--- src/rtl/mem_initiator.sv ---
// mem_initiator: turns single core load/store requests into one-cycle
// strobes towards a 32-word synchronous RAM, handling acknowledge stalls,
// a stall timeout, misalignment errors and (optionally) sub-word accesses.
//
// Optional feature: define MEM_INITIATOR_SUBWORD_EN to enable byte/half
// accesses (lane-extended loads, read-modify-write stores). Without it
// every access is a word access and req_size/req_unsigned are ignored.
//
// Ports:
//   clk, rst            rising-edge clock, synchronous active-high reset
//   req_read/req_write  core load/store request (taken only when idle)
//   req_addr            byte address (bits [6:2] select the RAM word)
//   req_wdata           store data
//   req_size            00 byte, 01 half, 10 word
//   req_unsigned        zero-extend sub-word loads
//   busy                transaction in flight
//   done, err           one-cycle completion pulse / error flag with done
//   rdata               load result, held until the next load completes
//   read_enable         RAM read strobe
//   write_enable        RAM write strobe
//   address_DM          RAM word address
//   data_in             RAM write data
//   data_out            RAM registered read data
//   pc_enable           RAM acknowledge, low = request taken this cycle
module mem_initiator #(
    parameter int unsigned MAX_WAIT = 15
) (
    input  logic        clk,
    input  logic        rst,
    input  logic        req_read,
    input  logic        req_write,
    input  logic [31:0] req_addr,
    input  logic [31:0] req_wdata,
    input  logic [1:0]  req_size,
    input  logic        req_unsigned,
    output logic        busy,
    output logic        done,
    output logic        err,
    output logic [31:0] rdata,
    output logic        read_enable,
    output logic        write_enable,
    output logic [4:0]  address_DM,
    output logic [31:0] data_in,
    input  logic [31:0] data_out,
    input  logic        pc_enable
);

    localparam int unsigned WW = (MAX_WAIT > 1) ? $clog2(MAX_WAIT) : 1;
    localparam logic [WW-1:0] WAIT_LAST = WW'(MAX_WAIT - 1);

    typedef enum logic [2:0] {
        IDLE,
        RD_ISSUE,
        RD_WAIT,
        WR_ISSUE,
        WR_WAIT,
        RESP
    } state_t;

    state_t        r_state;
    state_t        w_next;
    logic [4:0]    r_word;
    logic [31:0]   r_rdata;
    logic [31:0]   r_data_in;
    logic          r_err;
    logic [WW-1:0] r_wait;

    logic          w_req;
    logic          w_misaligned;
    logic          w_rmw;
    logic          w_bad;
    logic          w_wait_last;
    logic [31:0]   w_load_val;
    logic          w_unused;

`ifdef MEM_INITIATOR_SUBWORD_EN
    logic [1:0]    r_lane;
    logic [1:0]    r_size;
    logic          r_unsigned;
    logic          r_is_store;
    logic [7:0]    w_byte;
    logic [15:0]   w_half;
    logic [31:0]   w_merged;

    assign w_unused = &{1'b0, req_addr[31:7]};
`else
    assign w_unused = &{1'b0, req_addr[31:7], req_size, req_unsigned};
`endif

    assign w_req       = req_read | req_write;
    assign w_wait_last = (r_wait == WAIT_LAST);

    // Request classification, evaluated while IDLE.
    always_comb begin
        w_misaligned = |req_addr[1:0];
        w_rmw        = 1'b0;
`ifdef MEM_INITIATOR_SUBWORD_EN
        case (req_size)
            2'b00:   w_misaligned = 1'b0;
            2'b01:   w_misaligned = req_addr[0];
            default: w_misaligned = |req_addr[1:0];
        endcase
        // Sub-word stores must fetch the word first to merge the lane.
        w_rmw = req_write & ~req_read & ~req_size[1];
`endif
        w_bad = (req_read & req_write) | w_misaligned;
    end

`ifdef MEM_INITIATOR_SUBWORD_EN
    // Lane extraction for loads and lane merge for read-modify-write.
    always_comb begin
        w_byte     = data_out[{r_lane, 3'b000} +: 8];
        w_half     = r_lane[1] ? data_out[31:16] : data_out[15:0];
        w_load_val = data_out;
        w_merged   = data_out;
        case (r_size)
            2'b00: begin
                w_load_val = {{24{~r_unsigned & w_byte[7]}}, w_byte};
                w_merged[{r_lane, 3'b000} +: 8] = r_data_in[7:0];
            end
            2'b01: begin
                w_load_val = {{16{~r_unsigned & w_half[15]}}, w_half};
                w_merged[{r_lane[1], 4'b0000} +: 16] = r_data_in[15:0];
            end
            default: begin
                w_load_val = data_out;
            end
        endcase
    end
`else
    assign w_load_val = data_out;
`endif

    // Next-state logic.
    always_comb begin
        w_next = r_state;
        case (r_state)
            IDLE: begin
                if (w_req) begin
                    if (w_bad)
                        w_next = RESP;
                    else if (req_read | w_rmw)
                        w_next = RD_ISSUE;
                    else
                        w_next = WR_ISSUE;
                end
            end
            RD_ISSUE: begin
                if (!pc_enable)
                    w_next = RD_WAIT;
                else if (w_wait_last)
                    w_next = RESP;
            end
            RD_WAIT: begin
`ifdef MEM_INITIATOR_SUBWORD_EN
                w_next = r_is_store ? WR_ISSUE : RESP;
`else
                w_next = RESP;
`endif
            end
            WR_ISSUE: begin
                if (!pc_enable)
                    w_next = WR_WAIT;
                else if (w_wait_last)
                    w_next = RESP;
            end
            WR_WAIT: w_next = RESP;
            RESP:    w_next = IDLE;
            default: w_next = IDLE;
        endcase
    end

    // Moore outputs decoded from the state register.
    always_comb begin
        busy         = (r_state != IDLE);
        done         = (r_state == RESP);
        err          = (r_state == RESP) & r_err;
        read_enable  = (r_state == RD_ISSUE);
        write_enable = (r_state == WR_ISSUE);
    end

    assign rdata      = r_rdata;
    assign address_DM = r_word;
    assign data_in    = r_data_in;

    always_ff @(posedge clk) begin
        if (rst) begin
            r_state    <= IDLE;
            r_word     <= '0;
            r_rdata    <= '0;
            r_data_in  <= '0;
            r_err      <= 1'b0;
            r_wait     <= '0;
`ifdef MEM_INITIATOR_SUBWORD_EN
            r_lane     <= '0;
            r_size     <= '0;
            r_unsigned <= 1'b0;
            r_is_store <= 1'b0;
`endif
        end else begin
            r_state <= w_next;
            case (r_state)
                IDLE: begin
                    if (w_req) begin
                        r_word    <= req_addr[6:2];
                        r_data_in <= req_wdata;
                        r_err     <= w_bad;
                        r_wait    <= '0;
`ifdef MEM_INITIATOR_SUBWORD_EN
                        r_lane     <= req_addr[1:0];
                        r_size     <= req_size;
                        r_unsigned <= req_unsigned;
                        r_is_store <= req_write;
`endif
                    end
                end
                RD_ISSUE, WR_ISSUE: begin
                    // Counter restarts on acknowledge so the write phase of
                    // a read-modify-write gets its own full timeout budget.
                    if (pc_enable) begin
                        r_wait <= r_wait + 1'b1;
                        if (w_wait_last)
                            r_err <= 1'b1;
                    end else begin
                        r_wait <= '0;
                    end
                end
                RD_WAIT: begin
`ifdef MEM_INITIATOR_SUBWORD_EN
                    if (r_is_store)
                        r_data_in <= w_merged;
                    else
                        r_rdata <= w_load_val;
`else
                    r_rdata <= w_load_val;
`endif
                end
                default: ;
            endcase
        end
    end

endmodule

--- config.mk ---
export PLATFORM = sky130hd
export DESIGN_NAME = mem_initiator
export DESIGN_NICKNAME = d
export VERILOG_FILES = /design/src/rtl/mem_initiator.sv
export SDC_FILE = /design/constraint.sdc
export NUM_CORES = 1
export LEC_CHECK = 0
export ABC_AREA = 1
export CAP_MARGIN = 20
export CORE_MARGIN = 10
export CORE_UTILIZATION = 41
export DETAILED_ROUTE_END_ITERATION = 6
export HOLD_SLACK_MARGIN = 0.12
export PLACE_DENSITY_LB_ADDON = 0.3
export SKIP_CTS_REPAIR_TIMING = 1
export SLEW_MARGIN = 25
export SYNTH_ARGS = -nofsm -noshare
export SYNTH_HDL_FRONTEND = slang
export SYNTH_SLANG_ARGS = --single-unit
export TNS_END_PERCENT = 5
--- constraint.sdc ---
create_clock -name clk -period 1.8 [get_ports clk]
set_input_delay 0.27 -clock clk [delete_from_list [all_inputs] [get_ports clk]]
set_output_delay 0.27 -clock clk [all_outputs]
set_load 0.02 [all_outputs]
Yosys cells after proc, flatten, opt, wreduce, memory -nomap -nowiden
Cells that the tools add are included.
{"block": "totals", "elab_cells": 43, "ram_bits": 0, "mem_bits_ro": 0, "memories": 0, "in_bits": 104, "register_bits": 77, "output_inout_bits": 74, "latch_bits": 0}
{"block": "classes", "multipliers": 0, "n_shift": 0, "n_reduce_logical": 9, "addsub": 1, "muxes": 14, "div": 0, "n_bitwise": 4, "n_eq_ne": 9, "order_cmp": 0}
{"operator": "$mux 3", "count": 5}
{"operator": "$pmux 3 s4", "count": 1}
{"operator": "$mux 4", "count": 2}
{"operator": "$pmux 4 s2", "count": 1}
{"operator": "$eq 3x2->1 const B", "count": 2}
{"operator": "$eq 3x3->1 const B", "count": 2}
{"operator": "$ne 2x2->1 const B", "count": 3}
{"operator": "$reduce_or 2->1", "count": 3}
{"operator": "$add 4x1->4 const B", "count": 1}
{"operator": "$eq 4x4->1 const B", "count": 1}
{"operator": "$reduce_and 2->1", "count": 2}
{"operator": "$reduce_and 4->1", "count": 1}
{"operator": "$eq 3x1->1 const B", "count": 1}
{"operator": "$logic_not 3->1", "count": 1}
{"operator": "$mux 1", "count": 3}
{"operator": "$reduce_bool 3->1", "count": 1}
{"operator": "$and 1x1->1", "count": 2}
{"operator": "$mux 2", "count": 1}
{"operator": "$or 1x1->1", "count": 2}
{"operator": "$pmux 1 s2", "count": 1}
{"operator": "$reduce_bool 2->1", "count": 1}

Logic depth before layout (Yosys ltp)
Gate-level depths: netlist (run 1).
{"block": "depth", "depth_word": 5, "mapped_depth": 9}

Worst setup path after synthesis (run 1)
OpenSTA, ideal clock, no wires.
{"block": "synth_path", "path_type": "register to output", "startpoint": "register r_state[2]", "endpoint": "output err", "slack_ns": 0.152, "required_time_ns": 1.530, "path_stages_with_launch": 4, "t_arrival_ns": 1.378, "path_cell_list": "dfxtp_1 inv_2 nor3_1 and2_1"}
{"block": "synth_between", "elab_chain_cells": 2}
{"item": "from (decl)", "line_no": "60", "rtl": "state_t r_state;"}
{"item": "from (signal assigned)", "line_no": "201", "rtl": "r_state <= w_next;"}
{"item": "$eq 3x3->1"}
{"item": "net done", "line_no": "37", "rtl": "output logic done,"}
{"item": "$and 1x1->1", "line_no": "177", "rtl": "err = (r_state == RESP) & r_err;"}
{"item": "to (decl)", "line_no": "38", "rtl": "output logic err,"}
The timed path passes the listed nets, and every way through them passes these cells.

Final worst setup path (run 1)
{"block": "layout_path", "startpoint": "register r_data_in[28], in the netlist data_in[28]", "endpoint": "output data_in[28]"}
{"item": "from (decl)", "line_no": "64", "rtl": "logic [31:0] r_data_in;"}
{"item": "from (signal assigned)", "line_no": "206", "rtl": "r_data_in <= req_wdata;"}
{"item": "to (decl)", "line_no": "43", "rtl": "output logic [31:0] data_in,"}
No word-level cell between the ends.

==> metrics.txt, run 1 <==
# TYPE chip_impl_metric gauge
chip_impl_info{name="run_status",value="completed"} 1
chip_impl_metric{name="detail_route.vias_per_cell",unit=""} 4.88
chip_impl_metric{name="worst_ep_arrival_time",unit="ns"} 1.33
chip_impl_metric{name="yosys_warnings",unit=""} 0
chip_impl_metric{name="grt_antenna_before_repair",unit=""} 0
chip_impl_metric{name="area_growth_syn_to_layout",unit="%"} 56.9
chip_impl_info{name="critical-path-slowest-cell",value="clkdlybuf4s50_1"} 1
chip_impl_metric{name="cts-root-to-sink-buffers",unit=""} 2
chip_impl_metric{name="synth_seq_cells",unit=""} 77
chip_impl_info{name="timing.critical_path.to_type",value="output pin"} 1
chip_impl_metric{name="hold_path_depth",unit=""} 2
chip_impl_metric{name="die_area",unit="um^2"} 11600
chip_impl_metric{name="inserted_diodes",unit=""} 0
chip_impl_metric{name="max_cap_viol_count",unit=""} 0
chip_impl_info{name="cts_root_buffer",value="clkbuf_8"} 1
chip_impl_metric{name="rr_worst_depth",unit=""} 5
chip_impl_metric{name="worst-path-max-fanout",unit=""} 2
chip_impl_metric{name="finalCoreUtilization",unit=""} 0.674
chip_impl_metric{name="post_route_cells_drive_above_1_share",unit=""} 0.156
chip_impl_metric{name="finalWeightedCongestion",unit=""} 0.784
chip_impl_info{name="commonest_cells_in_the_synthesized_netlist",value="dfxtp_1, nor2_1, nand2_1"} 1
chip_impl_metric{name="syn_avg_cell_area",unit="um^2"} 8.18
chip_impl_metric{name="total_count_of_hold_check_failures_in_the_final_report",unit=""} 0
chip_impl_metric{name="remaining_drc_errors",unit=""} 0
chip_impl_metric{name="yosysTopAreaCellShare",unit=""} 0.487
chip_impl_metric{name="irDropWorstVdd",unit="uV"} 761
chip_impl_metric{name="post-dp-hpwl",unit="mm"} 7.21
chip_impl_info{name="post-synth-top-area-cell",value="dfxtp_1"} 1
chip_impl_metric{name="slew_worst_pin",unit="ns"} 0.500
chip_impl_metric{name="global_route.overflow_total",unit=""} 0
chip_impl_info{name="min_path_type",value="input port to flop"} 1
chip_impl_metric{name="max_freq",unit="MHz"} 625
chip_impl_metric{name="drt-pass1-iter-count",unit=""} 4
chip_impl_metric{name="detailedRoute.firstIterationViolations",unit=""} 135
chip_impl_metric{name="cellLeakagePower",unit="uW"} 0.00189
chip_impl_info{name="tritoncts",value="done"} 1
chip_impl_metric{name="fin_skew",unit="ns"} 0.0101
chip_impl_metric{name="placed_cells_incl_taps",unit=""} 623
chip_impl_metric{name="clkTransAtPathRegs",unit="ns"} 0.08
chip_impl_info{name="yosysMostFrequentCell",value="dfxtp_1"} 1
chip_impl_info{name="synth_top_flop_cell",value="dfxtp_1"} 1
chip_impl_metric{name="highest_cell_delay_on_the_worst_timing_path",unit="ns"} 0.64
chip_impl_metric{name="fin_cells",unit=""} 639
chip_impl_metric{name="ctsHtreeMaxLevel",unit=""} 3
chip_impl_metric{name="post_synth_instance_area",unit="um^2"} 3170
chip_impl_metric{name="wl",unit="mm"} 9.68
chip_impl_info{name="kind_of_cell_adding_the_most_delay_to_the_critical_path",value="buffers and inverters"} 1
chip_impl_metric{name="die_h",unit="um"} 108
chip_impl_info{name="critical_path_class",value="flop to output pin"} 1
chip_impl_metric{name="groute.usage.overall",unit=""} 0.164
chip_impl_metric{name="postSynthCellCount",unit=""} 387
chip_impl_metric{name="finish.instance_area",unit="um^2"} 4970
chip_impl_metric{name="nets",unit=""} 641
chip_impl_metric{name="cts_buffers",unit=""} 9
chip_impl_info{name="crit_path_cell_trace",value="clkdlybuf4s50_1"} 1
chip_impl_metric{name="ys_seq_area_frac",unit=""} 0.487
chip_impl_metric{name="via_count",unit=""} 3121
chip_impl_metric{name="clkSinkCount",unit=""} 77
chip_impl_info{name="post_synth_main_area_contributors",value="dfxtp_1, nor2_1, nand3_2"} 1
chip_impl_metric{name="synth-edff-count",unit=""} 0
chip_impl_metric{name="drt-wirelength-per-cell",unit="um"} 15.1
chip_impl_metric{name="critical_path_depth",unit=""} 1
chip_impl_metric{name="grt_pass1_vias",unit=""} 3145
chip_impl_metric{name="grt_start_max_net_pins",unit=""} 39
chip_impl_metric{name="layout_min_cycle_time",unit="ns"} 1.60
chip_impl_metric{name="dieWidth",unit="um"} 108
chip_impl_metric{name="final_setup_viols",unit=""} 0
chip_impl_metric{name="syn-num-nets",unit=""} 493
chip_impl_metric{name="async_reset_ff_frac",unit=""} 0
chip_impl_metric{name="critical_path_buf_inv_count",unit=""} 1
chip_impl_metric{name="initial_core_util",unit=""} 0.430
chip_impl_metric{name="detail-route-antenna-nets",unit=""} 0
chip_impl_metric{name="core",unit="um^2"} 7370
chip_impl_metric{name="port-buffer-count",unit=""} 149
chip_impl_metric{name="ios",unit=""} 178
chip_impl_metric{name="final_min_period_over_clock_period",unit=""} 0.889
chip_impl_metric{name="final-max-slew-violation-count",unit=""} 0
chip_impl_metric{name="placed_area",unit="um^2"} 4750
chip_impl_info{name="start_kind",value="flop"} 1
chip_impl_metric{name="grt_first_pass_wirelength",unit="mm"} 15.3
chip_impl_metric{name="synth.distinct_cells",unit=""} 27
chip_impl_metric{name="placementRows",unit=""} 31
chip_impl_metric{name="tightest_slew_margin_relative_to_the_limit",unit=""} 0.667
chip_impl_info{name="rsz0062_at_grt",value="no"} 1
chip_impl_metric{name="power.density_cell_area",unit="nW/um^2"} 991
chip_impl_metric{name="clock_latency_on_the_worst_skew_pair",unit="ns"} 0.36
chip_impl_metric{name="cp.required",unit="ns"} 1.53
per-stage QoR:
step	power [uW]	hold slack [ns]	setup TNS (ns)	setup slack (ns)
3_5_place_dp	3610	0.457	0	0.112
5_1_grt	5190	0.167	0	0.0350
2_1_floorplan	2940	0.413	0	0.152
6_report	4920	0.164	0	0.199
3_3_place_gp	3580	0.450	0	0.143
4_1_cts	4980	0.161	-1.06	-0.278
cells by family (layout without fill, tap and decap cells):
| logic type | Yosys count | after routing | share of synthesized area |
|---|---|---|---|
| AND/OR/NAND/NOR | 185 | 185 | 0.283 |
| AO/OA/AOI/OAI | 81 | 81 | 0.152 |
| flip-flops | 77 | 77 | 0.487 |
| buffers and inverters | 42 | 195 | 0.0707 |
| adder cells (fa/ha/maj) | 2 | 2 | 0.00790 |
cells in the final DEF, fill, tap and decap left out:
cell,count
a21oi_1,25
clkdlybuf4s50_1,143
nor2_1,73
nand4_1,4
dlymetal6s2s_1,4
nor2_2,1
or2_1,1
clkbuf_8,9
clkinv_4,2
a21oi_2,20
nand2_1,53
nand3_2,21
dfxtp_2,1
o21ai_0,22
dfxtp_1,76
bufinv_16,1
inv_2,3
nand3_1,25
clkinvlp_4,1
and2_1,1
ha_1,2
inv_6,3
clkbuf_2,1
nor3_4,1
nand2_2,2
buf_4,13
nor2_4,1
buf_2,1
nor3_1,1
inv_1,12
or2_2,1
buf_12,2
o21ai_1,14
power by group:
group | leakage, uW | switching, uW | internal (uW)
clock | 0.000101 | 701 | 660
sequential | 0.000629 | 101 | 1890
combinational | 0.00116 | 844 | 722
total | 0.00189 | 1650 | 3270
state kept, by name, summed over array words and instances (netlist names):
register    count
r_state         3
r_wait          4
r_err           1
data_in        32
rdata          32
address_DM      5
worst paths after layout:
path                  from       endpoint  slack, ns
max            data_in[28]    data_in[28]       0.20
max reg2reg     r_state[0]     r_state[1]       0.27
min reg2reg  address_DM[3]  address_DM[3]       0.47
min                    rst      r_wait[1]       0.16
layer usage:
layer	share of wire	track usage	vias up
met5	0	0	-
met4	0.019	0.0639	0
met3	0.091	0.0707	16
met2	0.49	0.277	103
met1	0.40	0.177	1439
li1	-	-	1563
area by class of cell:
type	instances	area (um^2)
clock buffers	9	124
clock inverters	7	81.3
fillers	633	2400
inverters	15	56.3
multi-input cells	268	1410
flip-flops and latches	77	1540
well taps	99	124
repair buffers	164	1630
No activity file was read; power rests on OpenSTA's default activity.
==> inputs of run 2 (changes only) <==
- ABC_AREA: 1 -> unset
- CORE_UTILIZATION: 41 -> 40
==> run 2 against run 1 <==
Effect of this change:
- register-to-register slack about the same
- die area decreased by 4.4%
- maximum frequency decreased by 1.2%
- highest routed layer unchanged
- critical endpoint is now err
- sequential power decreased by 3%
- global-route usage decreased by 0.20 points
- critical path type unchanged
- area after synthesis decreased by 7.7%
- clock power increased by 7%
==> metrics.txt, run 2 <==
# TYPE chip_impl_metric gauge
chip_impl_metric{name="grt_first_pass_wirelength",unit="mm"} 14.7
chip_impl_metric{name="die_area",unit="um^2"} 11100
chip_impl_metric{name="synthMuxAreaShare",unit=""} 0
chip_impl_metric{name="ctsHtreeMaxLevel",unit=""} 3
chip_impl_metric{name="inserted_diodes",unit=""} 0
chip_impl_metric{name="ys_seq_area_frac",unit=""} 0.527
chip_impl_metric{name="detail-route-antenna-nets",unit=""} 0
chip_impl_info{name="post_synth_main_area_contributors",value="dfxtp_1, nand2_1, a21oi_1"} 1
chip_impl_metric{name="clkSinkCount",unit=""} 77
chip_impl_info{name="commonest_cells_in_the_synthesized_netlist",value="nand2_1, dfxtp_1, a21oi_1"} 1
chip_impl_info{name="rsz0062_at_grt",value="no"} 1
chip_impl_metric{name="detailedRoute.firstIterationViolations",unit=""} 103
chip_impl_metric{name="cp.required",unit="ns"} 1.53
chip_impl_info{name="post-synth-top-area-cell",value="dfxtp_1"} 1
chip_impl_metric{name="post-dp-hpwl",unit="mm"} 7.02
chip_impl_info{name="run_status",value="completed"} 1
chip_impl_metric{name="setup_total_negative_slack",unit="ns"} 0
chip_impl_metric{name="placed_area",unit="um^2"} 4520
chip_impl_metric{name="groute.usage.overall",unit=""} 0.162
chip_impl_metric{name="finalCoreUtilization",unit=""} 0.662
chip_impl_info{name="start_kind",value="flop"} 1
chip_impl_metric{name="syn-num-nets",unit=""} 475
chip_impl_metric{name="drt-pass1-iter-count",unit=""} 4
chip_impl_metric{name="area_growth_syn_to_layout",unit="%"} 62.6
chip_impl_metric{name="cellLeakagePower",unit="uW"} 0.00181
chip_impl_metric{name="tightest_slew_margin_relative_to_the_limit",unit=""} 0.762
chip_impl_metric{name="xor_xnor_fraction_of_synth_area",unit=""} 0
chip_impl_metric{name="post_synth_instance_area",unit="um^2"} 2920
chip_impl_metric{name="yosys.area_share.adder",unit=""} 0.00856
chip_impl_info{name="most-common-layout-cells",value="nand2_1, clkdlybuf4s50_1, a21oi_1, dfxtp_1, buf_4"} 1
chip_impl_metric{name="remaining_drc_errors",unit=""} 0
chip_impl_info{name="synth_top_flop_cell",value="dfxtp_1"} 1
chip_impl_metric{name="ios",unit=""} 178
chip_impl_metric{name="detail_route.vias_per_cell",unit=""} 4.78
chip_impl_metric{name="final_min_period_over_clock_period",unit=""} 0.900
chip_impl_metric{name="irDropWorstVdd",unit="uV"} 703
chip_impl_metric{name="cts_buffers",unit=""} 9
chip_impl_metric{name="layout_min_cycle_time",unit="ns"} 1.62
chip_impl_metric{name="total_count_of_hold_check_failures_in_the_final_report",unit=""} 0
chip_impl_metric{name="drt-wirelength-per-cell",unit="um"} 15.1
chip_impl_metric{name="grt_start_max_net_pins",unit=""} 38
chip_impl_info{name="cts_root_buffer",value="clkbuf_8"} 1
chip_impl_metric{name="finish.instance_area",unit="um^2"} 4750
chip_impl_metric{name="nets",unit=""} 623
chip_impl_metric{name="core",unit="um^2"} 7180
chip_impl_metric{name="timing.final.ws_setup",unit="ns"} 0.179
chip_impl_metric{name="worst-path-max-fanout",unit=""} 11
chip_impl_metric{name="clock_latency_on_the_worst_skew_pair",unit="ns"} 0.34
chip_impl_metric{name="grt_antenna_before_repair",unit=""} 0
chip_impl_metric{name="wl",unit="mm"} 9.37
chip_impl_info{name="min_path_type",value="input port to flop"} 1
chip_impl_metric{name="regArea",unit="um^2"} 1540
chip_impl_metric{name="fin_worst_hold_slack",unit="ns"} 0.312
chip_impl_metric{name="port-buffer-count",unit=""} 149
chip_impl_metric{name="post_route_cells_drive_above_1_share",unit=""} 0.0749
chip_impl_metric{name="max_freq",unit="MHz"} 617
chip_impl_metric{name="synth_seq_cells",unit=""} 77
chip_impl_metric{name="fin_skew",unit="ns"} 0.00740
chip_impl_metric{name="global_route.overflow_total",unit=""} 0
chip_impl_info{name="critical_path_class",value="flop to output pin"} 1
chip_impl_metric{name="dieWidth",unit="um"} 105
chip_impl_metric{name="place_worst_setup_slack",unit="ns"} 0.0167
chip_impl_metric{name="via_count",unit=""} 2965
chip_impl_metric{name="slew_worst_pin",unit="ns"} 0.353
chip_impl_metric{name="max_cap_viol_count",unit=""} 0
chip_impl_info{name="yosysMostFrequentCell",value="nand2_1"} 1
chip_impl_metric{name="final-max-slew-violation-count",unit=""} 0
chip_impl_metric{name="clkTransAtPathRegs",unit="ns"} 0.08
chip_impl_metric{name="die_h",unit="um"} 105
chip_impl_metric{name="worst_ep_arrival_time",unit="ns"} 1.35
chip_impl_metric{name="syn_avg_cell_area",unit="um^2"} 7.92
chip_impl_metric{name="finalWeightedCongestion",unit=""} 0.772
chip_impl_info{name="timing.critical_path.to_type",value="output pin"} 1
chip_impl_info{name="synth_top_family_by_area",value="simple AND/OR/NAND/NOR gates"} 1
chip_impl_metric{name="async_reset_ff_frac",unit=""} 0
chip_impl_metric{name="multiInputGateArea",unit="um^2"} 1220
chip_impl_metric{name="yosysTopAreaCellShare",unit=""} 0.527
chip_impl_metric{name="postSynthCellCount",unit=""} 369
chip_impl_metric{name="initial_core_util",unit=""} 0.407
chip_impl_metric{name="fillerInstances",unit=""} 604
chip_impl_metric{name="synth.distinct_cells",unit=""} 32
chip_impl_metric{name="yosys.area_share.simple",unit=""} 0.256
chip_impl_metric{name="cts-root-to-sink-buffers",unit=""} 2
chip_impl_metric{name="placementRows",unit=""} 31
chip_impl_metric{name="final_setup_viols",unit=""} 0
chip_impl_metric{name="power.density_cell_area",unit="nW/um^2"} 960
chip_impl_metric{name="complex_gate_fraction_of_the_synthesized_area",unit=""} 0.155
chip_impl_info{name="tritoncts",value="done"} 1
chip_impl_metric{name="grt_pass1_vias",unit=""} 2898
chip_impl_metric{name="synth-edff-count",unit=""} 0
chip_impl_metric{name="yosys_warnings",unit=""} 0
## run 2: power by group
group	switching [uW]	leakage, uW	internal (uW)	total (uW)
clock network	636	0.000113	819	1450
registers	86.8	0.000628	1850	1930
logic	608	0.00107	564	1170
## run 2: cell families (layout without fill, tap and decap cells)
group	after synthesis	in the layout
AND/OR/NAND/NOR	175	175
AO/OA/AOI/OAI	86	86
flip-flops	77	77
buffers and inverters	29	181
adder cells (fa/ha/maj)	2	2
## run 2: layout make-up
cell class / count / share of cell area
Multi-Input combinational cell: 263 / 0.258
Clock inverter: 5 / 0.0174
Inverter: 3 / 0.00237
Sequential cell: 77 / 0.325
Timing Repair Buffer: 163 / 0.343
Clock buffer: 10 / 0.0290
Tap cell: 99 / 0.0261
## run 2: final timing paths
check / start / end / slack (ns) / depth (start not counted)
setup reg to reg: r_state[2] / data_in[28] / 0.27 / 6
setup / recovery: r_state[1] / err / 0.18 / 3
hold / removal: rst / data_in[25] / 0.31 / 2
hold reg to reg: rdata[17] / rdata[17] / 0.45 / 2
## run 2: worst max-delay path: stages, from the launching register on
cell	delay, ns
dfxtp_1	0.53
nor2_1	0.11
and2_1	0.16
dlymetal6s2s_1	0.21
## run 2: per-layer routing
| metal | vias to the layer above | part of all wire | global-route usage | wire [um] |
|---|---|---|---|---|
| li1 | 1498 | - | - | - |
| met1 | 1345 | 0.42 | 0.183 | 3970 |
| met2 | 110 | 0.47 | 0.263 | 4390 |
| met3 | 12 | 0.093 | 0.0713 | 873 |
| met4 | 0 | 0.015 | 0.0647 | 136 |
| met5 | - | 0 | 0 | 0 |
## run 2: per-stage QoR
stage               power (uW)  instances
floorplan                 2570        369
global placement          3130        605
detailed placement        3160        605
CTS                       4610        620
global route              4780        620
finish                    4560        620
==> inputs of run 3 (changes only) <==
- CORE_ASPECT_RATIO: unset -> 1.2
- CTS_CLUSTER_SIZE: unset -> 8
==> run 3 against run 2 <==
Effect of this change:
- cell count shrank 1.3%
- sequential power about the same
- clock power decreased by 23%
- critical path type unchanged
==> metrics.txt, run 3 (synthesis gave the netlist of run 2 again) <==
# TYPE chip_impl_metric gauge
chip_impl_info{name="run_status",value="completed"} 1
chip_impl_metric{name="r2r_setup_slack",unit="ns"} 0.26
chip_impl_metric{name="max_freq",unit="MHz"} 618
chip_impl_metric{name="placementRows",unit=""} 34
chip_impl_metric{name="worst_ep_arrival_time",unit="ns"} 1.35
chip_impl_metric{name="finalCoreUtilization",unit=""} 0.658
chip_impl_metric{name="hold_path_depth",unit=""} 2
chip_impl_metric{name="power_switching",unit="uW"} 1300
chip_impl_metric{name="max_cap_viol_count",unit=""} 0
chip_impl_metric{name="power.density_cell_area",unit="nW/um^2"} 897
chip_impl_metric{name="finish.instance_area",unit="um^2"} 4730
chip_impl_metric{name="final_setup_viols",unit=""} 0
chip_impl_info{name="min_path_type",value="input port to flop"} 1
chip_impl_metric{name="timing.final.ws_setup",unit="ns"} 0.183
chip_impl_metric{name="initial_core_util",unit=""} 0.407
chip_impl_metric{name="inserted_diodes",unit=""} 0
chip_impl_metric{name="final-max-slew-violation-count",unit=""} 0
chip_impl_metric{name="grt_pass1_vias",unit=""} 2907
chip_impl_metric{name="post_route_cells_drive_above_1_share",unit=""} 0.0728
chip_impl_metric{name="cellLeakagePower",unit="uW"} 0.00180
chip_impl_info{name="min_from",value="rst"} 1
chip_impl_metric{name="remaining_drc_errors",unit=""} 0
chip_impl_metric{name="detailedRoute.firstIterationViolations",unit=""} 197
chip_impl_metric{name="place_worst_setup_slack",unit="ns"} 0.0246
chip_impl_metric{name="ios",unit=""} 178
chip_impl_metric{name="grt_first_pass_wirelength",unit="mm"} 14.5
chip_impl_info{name="tritoncts",value="done"} 1
chip_impl_metric{name="port-buffer-count",unit=""} 149
chip_impl_metric{name="die_area",unit="um^2"} 11100
chip_impl_info{name="timing.critical_path.to_type",value="output pin"} 1
chip_impl_metric{name="dieWidth",unit="um"} 98.0
chip_impl_metric{name="fillerInstances",unit=""} 620
chip_impl_metric{name="clkPwrFrac",unit=""} 0.262
chip_impl_info{name="critical_path_class",value="flop to output pin"} 1
chip_impl_metric{name="slew_worst_pin",unit="ns"} 0.478
chip_impl_metric{name="final_min_period_over_clock_period",unit=""} 0.898
chip_impl_metric{name="clkTransAtPathRegs",unit="ns"} 0.08
chip_impl_metric{name="wl",unit="mm"} 9.05
chip_impl_metric{name="worst-path-max-fanout",unit=""} 9
chip_impl_metric{name="groute.usage.overall",unit=""} 0.155
chip_impl_metric{name="core",unit="um^2"} 7190
chip_impl_info{name="most-common-layout-cells",value="nand2_1, clkdlybuf4s50_1, a21oi_1, dfxtp_1"} 1
chip_impl_metric{name="clock_latency_on_the_worst_skew_pair",unit="ns"} 0.34
chip_impl_metric{name="ctsHtreeMaxLevel",unit=""} 3
chip_impl_metric{name="via_count",unit=""} 2974
chip_impl_info{name="rsz0062_at_grt",value="no"} 1
chip_impl_metric{name="fin_skew",unit="ns"} 0.0132
chip_impl_metric{name="placed_area",unit="um^2"} 4540
chip_impl_info{name="r2r-end",value="data_in[2]"} 1
chip_impl_metric{name="grt_antenna_before_repair",unit=""} 0
chip_impl_metric{name="grt_start_max_net_pins",unit=""} 35
chip_impl_metric{name="nets",unit=""} 623
chip_impl_metric{name="detail-route-antenna-nets",unit=""} 0
chip_impl_metric{name="global_route.overflow_total",unit=""} 0
chip_impl_metric{name="cp.required",unit="ns"} 1.53
chip_impl_metric{name="layout_min_cycle_time",unit="ns"} 1.62
chip_impl_metric{name="p_sw_frac",unit=""} 0.306
chip_impl_info{name="cts_root_buffer",value="clkbuf_8"} 1
chip_impl_metric{name="p_int",unit="uW"} 2940
chip_impl_metric{name="clkSinkCount",unit=""} 77
chip_impl_metric{name="area_growth_syn_to_layout",unit="%"} 61.8
chip_impl_metric{name="cts-root-to-sink-buffers",unit=""} 2
chip_impl_metric{name="die_h",unit="um"} 114
chip_impl_metric{name="post-dp-hpwl",unit="mm"} 6.92
chip_impl_metric{name="detail_route.vias_per_cell",unit=""} 4.86
chip_impl_metric{name="sequentialPowerShare",unit=""} 0.457
chip_impl_metric{name="irDropWorstVdd",unit="uV"} 632
chip_impl_metric{name="total_count_of_hold_check_failures_in_the_final_report",unit=""} 0
chip_impl_metric{name="finalWeightedCongestion",unit=""} 0.835
chip_impl_info{name="min_to",value="data_in[18]"} 1
chip_impl_metric{name="cts_buffers",unit=""} 9
chip_impl_metric{name="comb_power_share",unit=""} 0.282
chip_impl_metric{name="tightest_slew_margin_relative_to_the_limit",unit=""} 0.681
chip_impl_metric{name="rr_worst_depth",unit=""} 5
chip_impl_info{name="start_kind",value="flop"} 1
chip_impl_metric{name="drt-wirelength-per-cell",unit="um"} 14.8
chip_impl_info{name="reg2reg_from",value="r_state[1]"} 1
chip_impl_metric{name="drt-pass1-iter-count",unit=""} 4
run 3: changes by cell type in the layout (fill, tap and decap cells not counted):
cell / change
buf_12: +3
buf_4: -3
bufinv_16: -2
clkbuf_1: +2
clkbuf_8: -1
clkinv_4: +2
clkinvlp_4: +2
inv_6: -2
run 3: worst max path at each step:
stage / from / end / cells after the start
final: r_state[0] / write_enable / 3
after global routing: r_state[0] / write_enable / 3
after CTS: r_state[0] / write_enable / 3
after detailed placement: req_write / data_in[2] / 6
after global placement: req_write / address_DM[0] / 6
after floorplan: r_state[2] / err / 4
run 3: area by class of cell:
type | instances | area [um^2] | area share
Clock buffer | 11 | 131 | 0.0278
Clock inverter | 5 | 37.5 | 0.00794
Inverter | 3 | 11.3 | 0.00238
Multi-Input combinational cell | 263 | 1220 | 0.259
Sequential cell | 77 | 1540 | 0.327
Tap cell | 90 | 113 | 0.0238
Timing Repair Buffer | 163 | 1670 | 0.352
run 3: power by group through the flow:
stage	Combinational (uW)	Sequential (uW)	Clock [uW]
CTS	1220	1940	1160
finish	1200	1940	1110
floorplan	466	2110	0
global placement	1190	1970	0
global route	1290	1960	1220
detailed placement	1210	1980	0
run 3: layer usage:
layer,wire length (um),share of wire,global-route usage,up-vias
li1,-,-,-,1503
met1,3610,0.40,0.170,1337
met2,4280,0.47,0.255,120
met3,976,0.11,0.0659,14
met4,187,0.021,0.0728,0
met5,0,0,0,-
run 3: per-stage QoR:
stage | hold slack [ns] | power (uW) | TNS, ns | instances
floorplan | 0.406 | 2570 | 0 | 369
global placement | 0.441 | 3160 | 0 | 596
detailed placement | 0.446 | 3180 | 0 | 596
CTS | 0.379 | 4310 | -1.23 | 612
global route | 0.383 | 4470 | 0 | 612
finish | 0.389 | 4240 | 0 | 612
run 3: critical path, cell delays in order, from the launching register on:
cell,delay (ns)
dfxtp_2,0.42
nor2b_2,0.19
and2_1,0.17
dlymetal6s2s_1,0.24
